--- src/rtl/senha_game_ctrl.sv ---
// Three-level password guessing game controller.
// A guess is captured on a synchronised enter press, scored one bit per
// clock against the current level's password, then judged. The match
// count drives LEDR as a thermometer. Win and lockout are terminal states
// that only reset leaves.
module senha_game_ctrl #(
  parameter logic [6:0] SENHA1    = 7'b0000000,
  parameter logic [6:0] SENHA2    = 7'b0000001,
  parameter logic [6:0] SENHA3    = 7'b1010101,
  parameter int         MAX_TRIES = 4
) (
  input  logic       clk,
  input  logic       rst_n,
  input  logic [6:0] SW,
  input  logic       enter,
  output logic [6:0] LEDR,
  output logic [1:0] level,
  output logic [2:0] tries_left,
  output logic       busy,
  output logic       win,
  output logic       locked
);

  typedef enum logic [2:0] {WAIT, SCAN, JUDGE, WIN, LOCK} state_t;

  localparam logic [2:0] MAX_T = 3'(MAX_TRIES);

  state_t     state_q, next_state;
  logic       enter_s1, enter_s2, enter_s3;
  logic       enter_pulse;
  logic [6:0] sw_q;
  logic [2:0] cnt;
  logic [2:0] idx;
  logic [6:0] target;

  // Low n bits set: 0 -> 7'b0000000, 7 -> 7'b1111111.
  function automatic logic [6:0] therm(input logic [2:0] n);
    logic [6:0] t;
    t = '0;
    for (int i = 0; i < 7; i++)
      if (3'(i) < n) t[i] = 1'b1;
    return t;
  endfunction

  // Two-flop synchroniser plus one extra flop for rising-edge detection.
  always_ff @(posedge clk or negedge rst_n) begin
    if (!rst_n) begin
      enter_s1 <= 1'b0;
      enter_s2 <= 1'b0;
      enter_s3 <= 1'b0;
    end else begin
      enter_s1 <= enter;
      enter_s2 <= enter_s1;
      enter_s3 <= enter_s2;
    end
  end

  assign enter_pulse = enter_s2 & ~enter_s3;

  // Password for the level being played; level 3 only occurs in WIN.
  always_comb begin
    target = SENHA3;
    case (level)
      2'd0:    target = SENHA1;
      2'd1:    target = SENHA2;
      default: target = SENHA3;
    endcase
  end

  // State register.
  always_ff @(posedge clk or negedge rst_n) begin
    if (!rst_n) state_q <= WAIT;
    else        state_q <= next_state;
  end

  // Next-state logic; presses outside WAIT are simply dropped.
  always_comb begin
    next_state = state_q;
    case (state_q)
      WAIT:    if (enter_pulse) next_state = SCAN;
      SCAN:    if (idx == 3'd6) next_state = JUDGE;
      JUDGE: begin
        if (cnt == 3'd7) next_state = (level == 2'd2) ? WIN : WAIT;
        else             next_state = (tries_left == 3'd1) ? LOCK : WAIT;
      end
      WIN:     next_state = WIN;
      LOCK:    next_state = LOCK;
      default: next_state = WAIT;
    endcase
  end

  // Capture, bit-serial scoring, judgement and registered outputs.
  always_ff @(posedge clk or negedge rst_n) begin
    if (!rst_n) begin
      sw_q       <= '0;
      cnt        <= '0;
      idx        <= '0;
      LEDR       <= '0;
      level      <= '0;
      tries_left <= MAX_T;
      busy       <= 1'b0;
      win        <= 1'b0;
      locked     <= 1'b0;
    end else begin
      case (state_q)
        WAIT: begin
          if (enter_pulse) begin
            sw_q <= SW;
            cnt  <= '0;
            idx  <= '0;
          end
        end
        SCAN: begin
          if (sw_q[idx] == target[idx]) cnt <= cnt + 3'd1;
          idx <= idx + 3'd1;
        end
        JUDGE: begin
          LEDR <= (next_state == LOCK) ? 7'b0000000 : therm(cnt);
          if (cnt == 3'd7) begin
            tries_left <= MAX_T;
            level      <= level + 2'd1;
          end else begin
            tries_left <= tries_left - 3'd1;
          end
        end
        WIN:  LEDR <= 7'b1111111;
        LOCK: LEDR <= 7'b0000000;
        default: ;
      endcase
      busy   <= (next_state == SCAN) || (next_state == JUDGE);
      win    <= (next_state == WIN);
      locked <= (next_state == LOCK);
    end
  end

endmodule

--- config.mk ---
export PLATFORM = sky130hd
export DESIGN_NAME = senha_game_ctrl
export DESIGN_NICKNAME = d
export VERILOG_FILES = /design/src/rtl/senha_game_ctrl.sv
export SDC_FILE = /design/constraint.sdc
export NUM_CORES = 1
export LEC_CHECK = 0
export BUFFER_PORTS_ARGS = -buffer_cell sky130_fd_sc_hd__buf_2
export CORE_ASPECT_RATIO = 1.25
export CORE_MARGIN = 2
export CORE_UTILIZATION = 55
export DETAILED_ROUTE_END_ITERATION = 16
export GPL_TIMING_DRIVEN = 0
export PLACE_DENSITY_LB_ADDON = 0.08
export SLEW_MARGIN = 20
export SYNTH_ARGS = -nofsm -noshare
export SYNTH_HDL_FRONTEND = slang
export SYNTH_SLANG_ARGS = --single-unit
--- constraint.sdc ---
create_clock -name clk -period 5.65 [get_ports clk]
set_input_delay 0.2825 -clock clk [delete_from_list [all_inputs] [get_ports clk]]
set_output_delay 0.2825 -clock clk [all_outputs]
set_load 0.01 [all_outputs]
==> run metrics, run 1 <==
status finished with violations; failing checks hold timing; Cell Pwr Density 501 nW/um2; cts bufs inserted 5; post-route core utilization 65.1%; Synth cell types 36; Crit. End Element flip-flop; CP bufs+invs 0; Synth Flop Type dfrtp_1; Starting Density 57.5%; DR vias/cell 5.56; sequential share of the synthesized area 50.7%; Worst R2R Path Depth 6; Iteration-0 DRC Markers 22; Gate Count Post-Synth 168; core area 2920 um2; # port buffers 24; Worst slew margin 49.2%; Tightest Pin Transition 0.761 ns; unrepaired setup endpoints after global routing false; Nets 219; CP Class flip-flop to flip-flop; clk sink count 34; # DRC 0; final setup TNS 0 ns; Min-Delay Path Class input port to async pin; Final Skew 0.0128 ns; slowest stage delay, CP 0.60 ns; leakage 0.959 nW; Pre-antenna DRT Iters 4; Worst EP arrival 2.47 ns; min Tclk post-route 2.28 ns; Die Y 65.8 um; Critical Path, Cell by Cell ha_1 -> ha_1 -> nor2_1 -> a41oi_2 -> a2111oi_2 -> a2111oi_0; worst skew pair latency 0.35 ns; reg2reg end LEDR[6]; asr flop ratio synth 100%; Tot GR Track Use 22.4%; final WL 3300 um; fmax 439 MHz; P&R area growth vs syn 13.1%; mean post-synth cell area 9.99 um2; diode count 0; required time worst endpoint 5.84 ns; Final Setup Violations 0; flop2flop setup slack 3.37 ns; post-synthesis cell area 1680 um2; Syn Nets 188; routed len/inst 14.0 um; max-slew violation count 0; Min Hold Slack -0.00900 ns; first-pass GRT wire length 5550 um; vias post-DR 1,311; Clock Tree Root clkbuf_4; Hold Buf Count CTS 0; Reg clk slew, reported paths 0.11 ns; peak supply drop 0.000265 V; Critical Path Most Common Cell ha_1; Worst path slowest cell a2111oi_2; Seq cells post-synth 34; row count 22; Die ar. 3510 um2; Final Power 0.000952 W; # Max-Cap Violations 0; DP Wirelength 2340 um; worst-path maximum fanout 7; antenna violations before repair 0; crit start category flip-flop; GRT overflow 0; Final ANT Viol Nets 0; die width 53.4 um; I/O pin cnt 25; period utilization 40.3%; Max Buffers Root-to-Sink 2; largest net degree at the start of global routing 35; # fillers 274; CTS resizes 0; Fin. Hold Viols 13; CTS H-tree depth 2; layout cell share with drive strength beyond 1 19.5%; gpl congestion 0.841; vias in the first global route 1,259; number of flops mapped to enable cells by yosys 0; R2R Path Start cnt[1]; number of setup buffers added after CTS 0; Syn. warnings 0; CTS tree done; delay-heaviest family, CP compound AO/OA/AOI/OAI gates
kinds of logic after synthesis:
kind of cell / Yosys count / share of synthesized area (%)
and+or+nand+nor: 62 / 16.2
DFF: 34 / 50.7
AOI/OAI and AO/OA: 32 / 13.6
buffers and inverters: 20 / 5.07
adders and majority gates: 10 / 7.45
muxes: 9 / 6.48
xor gates and xnor gates: 1 / 0.522
stage by stage:
step	setup WS (ns)	std cells	instance area [um2]
floorplan	3.76	168	1680
global placement	3.49	228	1840
detailed placement	3.42	228	1840
CTS	3.40	236	1890
global route	3.17	236	1900
finish	3.37	236	1900
report_power, final:
part	switching, W	leakage (nW)	total, W	internal [W]
clock network	0.0000818	0.0265	0.000131	0.0000496
registers	0.0000731	0.415	0.000412	0.000338
logic	0.000223	0.517	0.000409	0.000186
metal layers:
layer	up-vias	wire, um	GRT usage [%]
li1	636	-	-
met4	0	68	12.2
met3	8	150	4.98
met5	-	0	0
met1	636	1380	26.1
met2	31	1710	37.2
worst max path at each step:
stage | from | end | slack (ns) | depth (start not counted)
2_1_floorplan | cnt[0] | LEDR[4] | 3.76 | 6
3_3_place_gp | cnt[1] | LEDR[4] | 3.49 | 6
3_5_place_dp | cnt[0] | LEDR[6] | 3.42 | 6
4_1_cts | cnt[1] | LEDR[6] | 3.40 | 6
5_1_grt | cnt[1] | LEDR[6] | 3.17 | 6
6_report | cnt[1] | LEDR[6] | 3.37 | 6
area by class of cell:
| class | count | area (um2) | area share, % |
|---|---|---|---|
| Timing Repair Buffer | 24 | 120 | 6.32 |
| Buffer | 5 | 28.8 | 1.52 |
| Clock buffer | 8 | 48.8 | 2.57 |
| Sequential cell | 34 | 852 | 44.9 |
| Inverter | 15 | 56.3 | 2.96 |
| Multi-Input combinational cell | 114 | 748 | 39.4 |
| Tap cell | 36 | 45.0 | 2.37 |
state kept, by name, summed over array words and instances, names as in the netlist:
signal      cells
enter_s1        1
busy            1
win             1
level           2
tries_left      3
state_q         3
sw_q            7
enter_s3        1
cnt             3
locked          1
idx             3
enter_s2        1
LEDR            7
synth_stat cells (2+ instances only):
master	n	area share, %
nand2b_1	2	0.75
nand2_1	35	7.8
nor2_1	11	2.5
a21boi_0	2	0.89
inv_1	15	3.4
nor3_1	3	0.89
mux2i_1	6	3.6
o21ai_0	6	1.8
nor2b_1	3	1.1
clkbuf_1	2	0.45
buf_2	2	0.60
or3_1	3	1.1
o22ai_1	3	1.1
a21oi_1	8	2.4
dfrtp_1	33	49
a221oi_1	3	1.6
ha_1	10	7.5
a2111oi_0	3	1.6
placed cells by master (no fill, tap or decap), drive strengths merged:
| master | n |
|---|---|
| clkbuf | 10 |
| mux2 | 2 |
| a21boi | 2 |
| o32a | 1 |
| o32ai | 1 |
| or3 | 3 |
| a21o | 1 |
| nor3 | 3 |
| a31oi | 1 |
| a2111oi | 4 |
| mux2i | 6 |
| dfstp | 1 |
| nand2 | 35 |
| and2 | 1 |
| a21oi | 8 |
| xnor2 | 1 |
| mux4 | 1 |
| nand2b | 2 |
| nor3b | 1 |
| o22ai | 3 |
| ha | 10 |
| o31ai | 1 |
| o21ai | 6 |
| nand3b | 1 |
| inv | 15 |
| a41oi | 1 |
| nor2b | 3 |
| nor4 | 1 |
| nor2 | 11 |
| buf | 27 |
| and3 | 1 |
| a221oi | 3 |
| dfrtp | 33 |
Power figures use the tool's default switching activity.
==> inputs of run 2 (changes only) <==
==> constraint.sdc (replaced) <==
create_clock -name clk -period 2.16 [get_ports clk]
set_input_delay 0.108 -clock clk [delete_from_list [all_inputs] [get_ports clk]]
set_output_delay 0.108 -clock clk [all_outputs]
set_load 0.01 [all_outputs]
==> run 2 against run 1 <==
  * The run now ends clean
  * Combinational power rose to 2.8 times the previous value
  * Clock skew down 0.0019 ns
  * Via count rose by 4.7%
  * Critical path depth is the same
  * Critical endpoint unchanged
  * Flip-flop and latch count is the same
  * Count of clock-buffer cells in the layout unchanged
  * Non-clock buffer count rose by 10
  * Sequential power rose to 2.6 times the previous value
==> run metrics, run 2 (synthesized netlist as in run 1, its figures left out) <==
P&R area growth vs syn 20.7%; CP Class flip-flop to flip-flop; peak supply drop 0.000719 V; most frequent cells in the layout nand2_1 (35), dfrtp_1 (32), buf_2 (26); Die Y 65.8 um; die width 53.4 um; CTS tree done; Regs by FF count LEDR: 7 flops, sw_q: 7 flops; Min-Delay Path Class input port to async pin; sw frac 40.5%; most common cell after layout, fill and taps aside nand2_1; met1 wire length 1510 um; largest net degree at the start of global routing 35; vias in the first global route 1,324; # DRC 0; Nets 229; required time worst endpoint 2.36 ns; row count 22; P_int 0.00153 W; Starting Density 57.5%; Iteration-0 DRC Markers 31; power share of the combinational group 44.3%; gpl congestion 0.841; max-slew violation count 0; Worst EP arrival 2.27 ns; area occupied by multi-input gates 777 um2; Reg clk slew, reported paths 0.10 ns; worst skew pair latency 0.35 ns; Final Setup Violations 0; # port buffers 24; P_sw 0.00104 W; clk sink count 34; CTS H-tree depth 2; Flop pwr share 42.3%; Crit. End Element flip-flop; Max Buffers Root-to-Sink 2; diode count 0; routed wl met2 1970 um; crit start category flip-flop; Cell Pwr Density 1270 nW/um2; layout cell share with drive strength beyond 1 20.0%; GRT overflow 0; Design Area, Final 2030 um2; non-filler cells, final 246; Tot GR Track Use 23.7%; worst-path maximum fanout 6; flop2flop setup slack 0.1 ns; routed len/inst 15.1 um; final WL 3710 um; Top Layer Used met4; Worst slew margin 48.7%; antenna violations before repair 0; first-pass GRT wire length 5900 um; Tightest Pin Transition 0.770 ns; # Max-Cap Violations 0; Clk pwr share 13.4%; period utilization 95.6%; Pre-antenna DRT Iters 4; cts bufs inserted 5; leakage 1.00 nW; Seq. cell area 853 um2; DR vias/cell 5.58; Min Hold Slack 0.360 ns; vias post-DR 1,372; # fillers 254; DP Wirelength 2340 um; core area 2920 um2; Final ANT Viol Nets 0; DP Area 1840 um2; Die ar. 3510 um2; I/O pin cnt 25; met3 WL 152 um; Fin. Hold Viols 0; fmax 484 MHz; placed insts 228; Clock Tree Root clkbuf_4; status complete, no violations; Final Skew 0.0109 ns; min Tclk post-route 2.06 ns
[run 2: power groups by stage]
stage          Sequential, W  Clock (W)  Combinational [W]
6_report             0.00109   0.000345            0.00114
5_1_grt              0.00111   0.000381            0.00128
4_1_cts              0.00108   0.000349            0.00110
3_5_place_dp         0.00109          0            0.00107
3_3_place_gp         0.00106          0            0.00104
2_1_floorplan        0.00110          0           0.000740
[run 2: worst max-delay path, cell delays in order, from the launching register on]
cell,delay [ns]
dfrtp_1,0.46
ha_1,0.22
ha_1,0.18
nand2_1,0.11
a41oi_4,0.32
a2111oi_4,0.15
a2111oi_1,0.48
[run 2: path summary, 6_finish.rpt]
kind                       cells after the start      from        to
max in group asynchronous                      2     rst_n    cnt[1]
setup reg to reg                               6    cnt[0]   LEDR[6]
hold / removal                                 2     rst_n   LEDR[4]
min in group clk                               0  enter_s1  enter_s2
hold reg to reg                                0  enter_s1  enter_s2
setup / recovery                               6    cnt[0]   LEDR[6]
[run 2: area by class of cell]
class | count | area share [%]
plain buffers | 5 | 1.42
clock buffers | 8 | 2.41
inverters | 15 | 2.78
multi-input cells | 114 | 38.3
flip-flops and latches | 34 | 42.1
well taps | 36 | 2.22
repair buffers | 34 | 10.7
[run 2: layer usage]
layer  track usage (%)  up-vias
li1                  -      656
met1              27.6      668
met2              40.0       40
met3              4.98        8
met4              12.2        0
met5                 0        -
[run 2: per-stage QoR]
stage	util, %	TNS (ns)	worst slack [ns]	total power (W)
3_5_place_dp	63.2	-0.178	-0.0697	0.00216
5_1_grt	69.5	-0.144	-0.140	0.00277
6_report	69.5	0	0.0950	0.00257
2_1_floorplan	-	0	0.267	0.00184
3_3_place_gp	63.2	0	0.00141	0.00210
4_1_cts	68.4	0	0.00302	0.00252
[run 2: what timing repair did]
action                                  4_1_cts  5_1_grt
setup buffers                                 0        1
resized for setup                             1        5
endpoints found under the setup margin        4        4
pin swaps                                     0        2
endpoints found under the hold margin        41        0
hold buffers                                  9        0
==> inputs of run 3 (changes only) <==
--- a/config.mk
+++ b/config.mk
@@ -5,10 +5,12 @@
 export SDC_FILE = /design/constraint.sdc
 export NUM_CORES = 1
 export LEC_CHECK = 0
+export ABC_AREA = 1
 export BUFFER_PORTS_ARGS = -buffer_cell sky130_fd_sc_hd__buf_2
 export CORE_ASPECT_RATIO = 1.25
 export CORE_MARGIN = 2
 export CORE_UTILIZATION = 55
+export CTS_BUF_LIST = sky130_fd_sc_hd__clkbuf_4 sky130_fd_sc_hd__clkbuf_8
 export DETAILED_ROUTE_END_ITERATION = 16
 export GPL_TIMING_DRIVEN = 0
 export PLACE_DENSITY_LB_ADDON = 0.08
==> run 3 against run 2 <==
  * Die area grew 1.3%
  * Hold slack lost 0.34 ns
  * Register-to-register slack gained 0.21 ns
  * Final cell count grew 9.8%
  * Largest cell class unchanged
  * Highest routed layer unchanged
==> run metrics, run 3 <==
reg2reg end LEDR[2]; post-synthesis cell area 1700 um2; largest net degree at the start of global routing 35; Cell Pwr Density 1290 nW/um2; number of flops mapped to enable cells by yosys 0; layout cell share with drive strength beyond 1 20.9%; Final Power 0.00255 W; I/O pin cnt 25; placed insts 258; Synth Flop Type dfrtp_1; die width 53.8 um; CTS H-tree depth 2; Crit. Startpoint cnt[0]; mean post-synth cell area 8.59 um2; Starting Density 57.8%; Clock Tree Root clkbuf_4; flop2flop setup slack 0.30 ns; DR vias/cell 5.04; Nets 253; # fillers 256; final setup TNS 0 ns; core area 2950 um2; CP Class flip-flop to flip-flop; CTS tree done; worst setup margin 0.302 ns; R2R Path Start cnt[0]; Min Hold Slack 0.0193 ns; Max Buffers Root-to-Sink 2; asr flop ratio synth 100%; unrepaired setup endpoints after global routing false; final WL 3030 um; Hold EP sw_q[5]; count leader, synth nand2_1; slowest stage delay, CP 0.47 ns; required time worst endpoint 2.40 ns; DP Wirelength 2250 um; non-filler cells, final 270; first-pass GRT wire length 5310 um; Worst path slowest cell dfrtp_1; Final Skew 0.00967 ns; peak supply drop 0.000756 V; number of setup buffers added after CTS 0; Die Y 66.2 um; dominant cell type by area after synthesis dfrtp_1; Post-synth top cells nand2_1 (46), dfrtp_1 (33), inv_1 (30), nor2_1 (22), nand3_1 (18); fmax 538 MHz; most frequent cells in the layout nand2_1 (46), dfrtp_1 (33), inv_1 (30); crit start category flip-flop; antenna violations before repair 0; Critical Path, Cell by Cell ha_1 -> ha_1 -> nand3b_1 -> o21ai_4 -> nand3_4 -> nand2_2 -> nand2_1 -> nand3_1 -> nand2_1; hold path depth 3; Iteration-0 DRC Markers 33; Worst EP arrival 2.10 ns; Tightest Pin Transition 0.730 ns; Regs by FF count LEDR: 7 flops, sw_q: 7 flops; Worst slew margin 51.4%; Min-Delay Path Class input port to flip-flop; most common cell after layout, fill and taps aside nand2_1; # port buffers 24; worst-path maximum fanout 7; Syn Nets 218; Die ar. 3560 um2; Syn. warnings 0; P&R area growth vs syn 15.8%; Seq cells post-synth 34; routed len/inst 11.2 um; largest cells by area after synthesis dfrtp_1 (49%), nand2_1 (10%), ha_1 (7.4%); hold_sp SW[5]; worst skew pair latency 0.34 ns; vias in the first global route 1,318; vias post-DR 1,361; area fraction of the dominant cell type after synthesis 48.5%; Tot GR Track Use 20.8%; leakage 1.09 nW; min Tclk post-route 1.86 ns; Fin. Hold Viols 0; Crit. End Element flip-flop; status complete, no violations; clk sink count 34; Reg clk slew, reported paths 0.10 ns; max-slew violation count 0; GRT overflow 0; row count 22; Placement Setup Slack 0.305 ns; cts bufs inserted 5; # DRC 0; # Max-Cap Violations 0; gpl congestion 0.813; sequential share of the synthesized area 50.1%; period utilization 86.0%; Final Setup Violations 0; diode count 0; Worst R2R Path Depth 9; Synth cell types 28; Gate Count Post-Synth 198; Final ANT Viol Nets 0; Pre-antenna DRT Iters 4
[run 3: power breakdown]
| group | internal (W) | switching (W) | total, W |
|---|---|---|---|
| Clock | 0.000170 | 0.000208 | 0.000378 |
| Sequential | 0.000879 | 0.000163 | 0.00104 |
| Combinational | 0.000433 | 0.000694 | 0.00113 |
[run 3: final cells by class]
cell class	instances	area, um2	share of cell area [%]
Inverter	32	120	6.10
Multi-Input combinational cell	130	717	36.4
Timing Repair Buffer	28	160	8.13
Sequential cell	34	852	43.2
Tap cell	36	45.0	2.29
Clock inverter	1	5.00	0.254
Clock buffer	7	58.8	2.98
Buffer	2	12.5	0.635
[run 3: metal layers]
metal  track usage (%)  share of wire [%]
met2              36.6                 53
met5                 0                  0
met3              5.66                3.8
met1              21.5                 40
met4              11.2                2.9
[run 3: logic make-up after synthesis]
kind of cell | share of synthesized area (%)
AOI/OAI and AO/OA | 6.84
xor gates and xnor gates | 1.03
adders and majority gates | 7.35
buffers and inverters | 7.79
DFF | 50.1
muxes | 0.662
and+or+nand+nor | 26.3
[run 3: worst max-delay path, delay by kind of cell, from the launching register on]
kind / cells / cell delay (ns)
flops: 1 / 0.47
compound gates: 1 / 0.23
simple gates: 6 / 0.61
fa+ha+maj: 2 / 0.46
[run 3: through the flow]
step                utilization (%)  instance area [um2]
floorplan                         -                 1700
global placement               63.4                 1870
detailed placement             63.4                 1870
CTS                            66.9                 1970
global route                   66.9                 1970
finish                         66.9                 1970
[run 3: how the worst max path moves through the flow]
stage	end	slack (ns)	depth (start not counted)
floorplan	LEDR[2]	0.50	9
global placement	LEDR[2]	0.35	9
detailed placement	LEDR[2]	0.30	9
CTS	LEDR[2]	0.28	9
global route	LEDR[2]	0.13	12
finish	LEDR[2]	0.30	9
[run 3: what timing repair did]
action,4_1_cts,5_1_grt
gates resized for setup,0,0
hold buffers,4,0
hold endpoints to repair,36,0
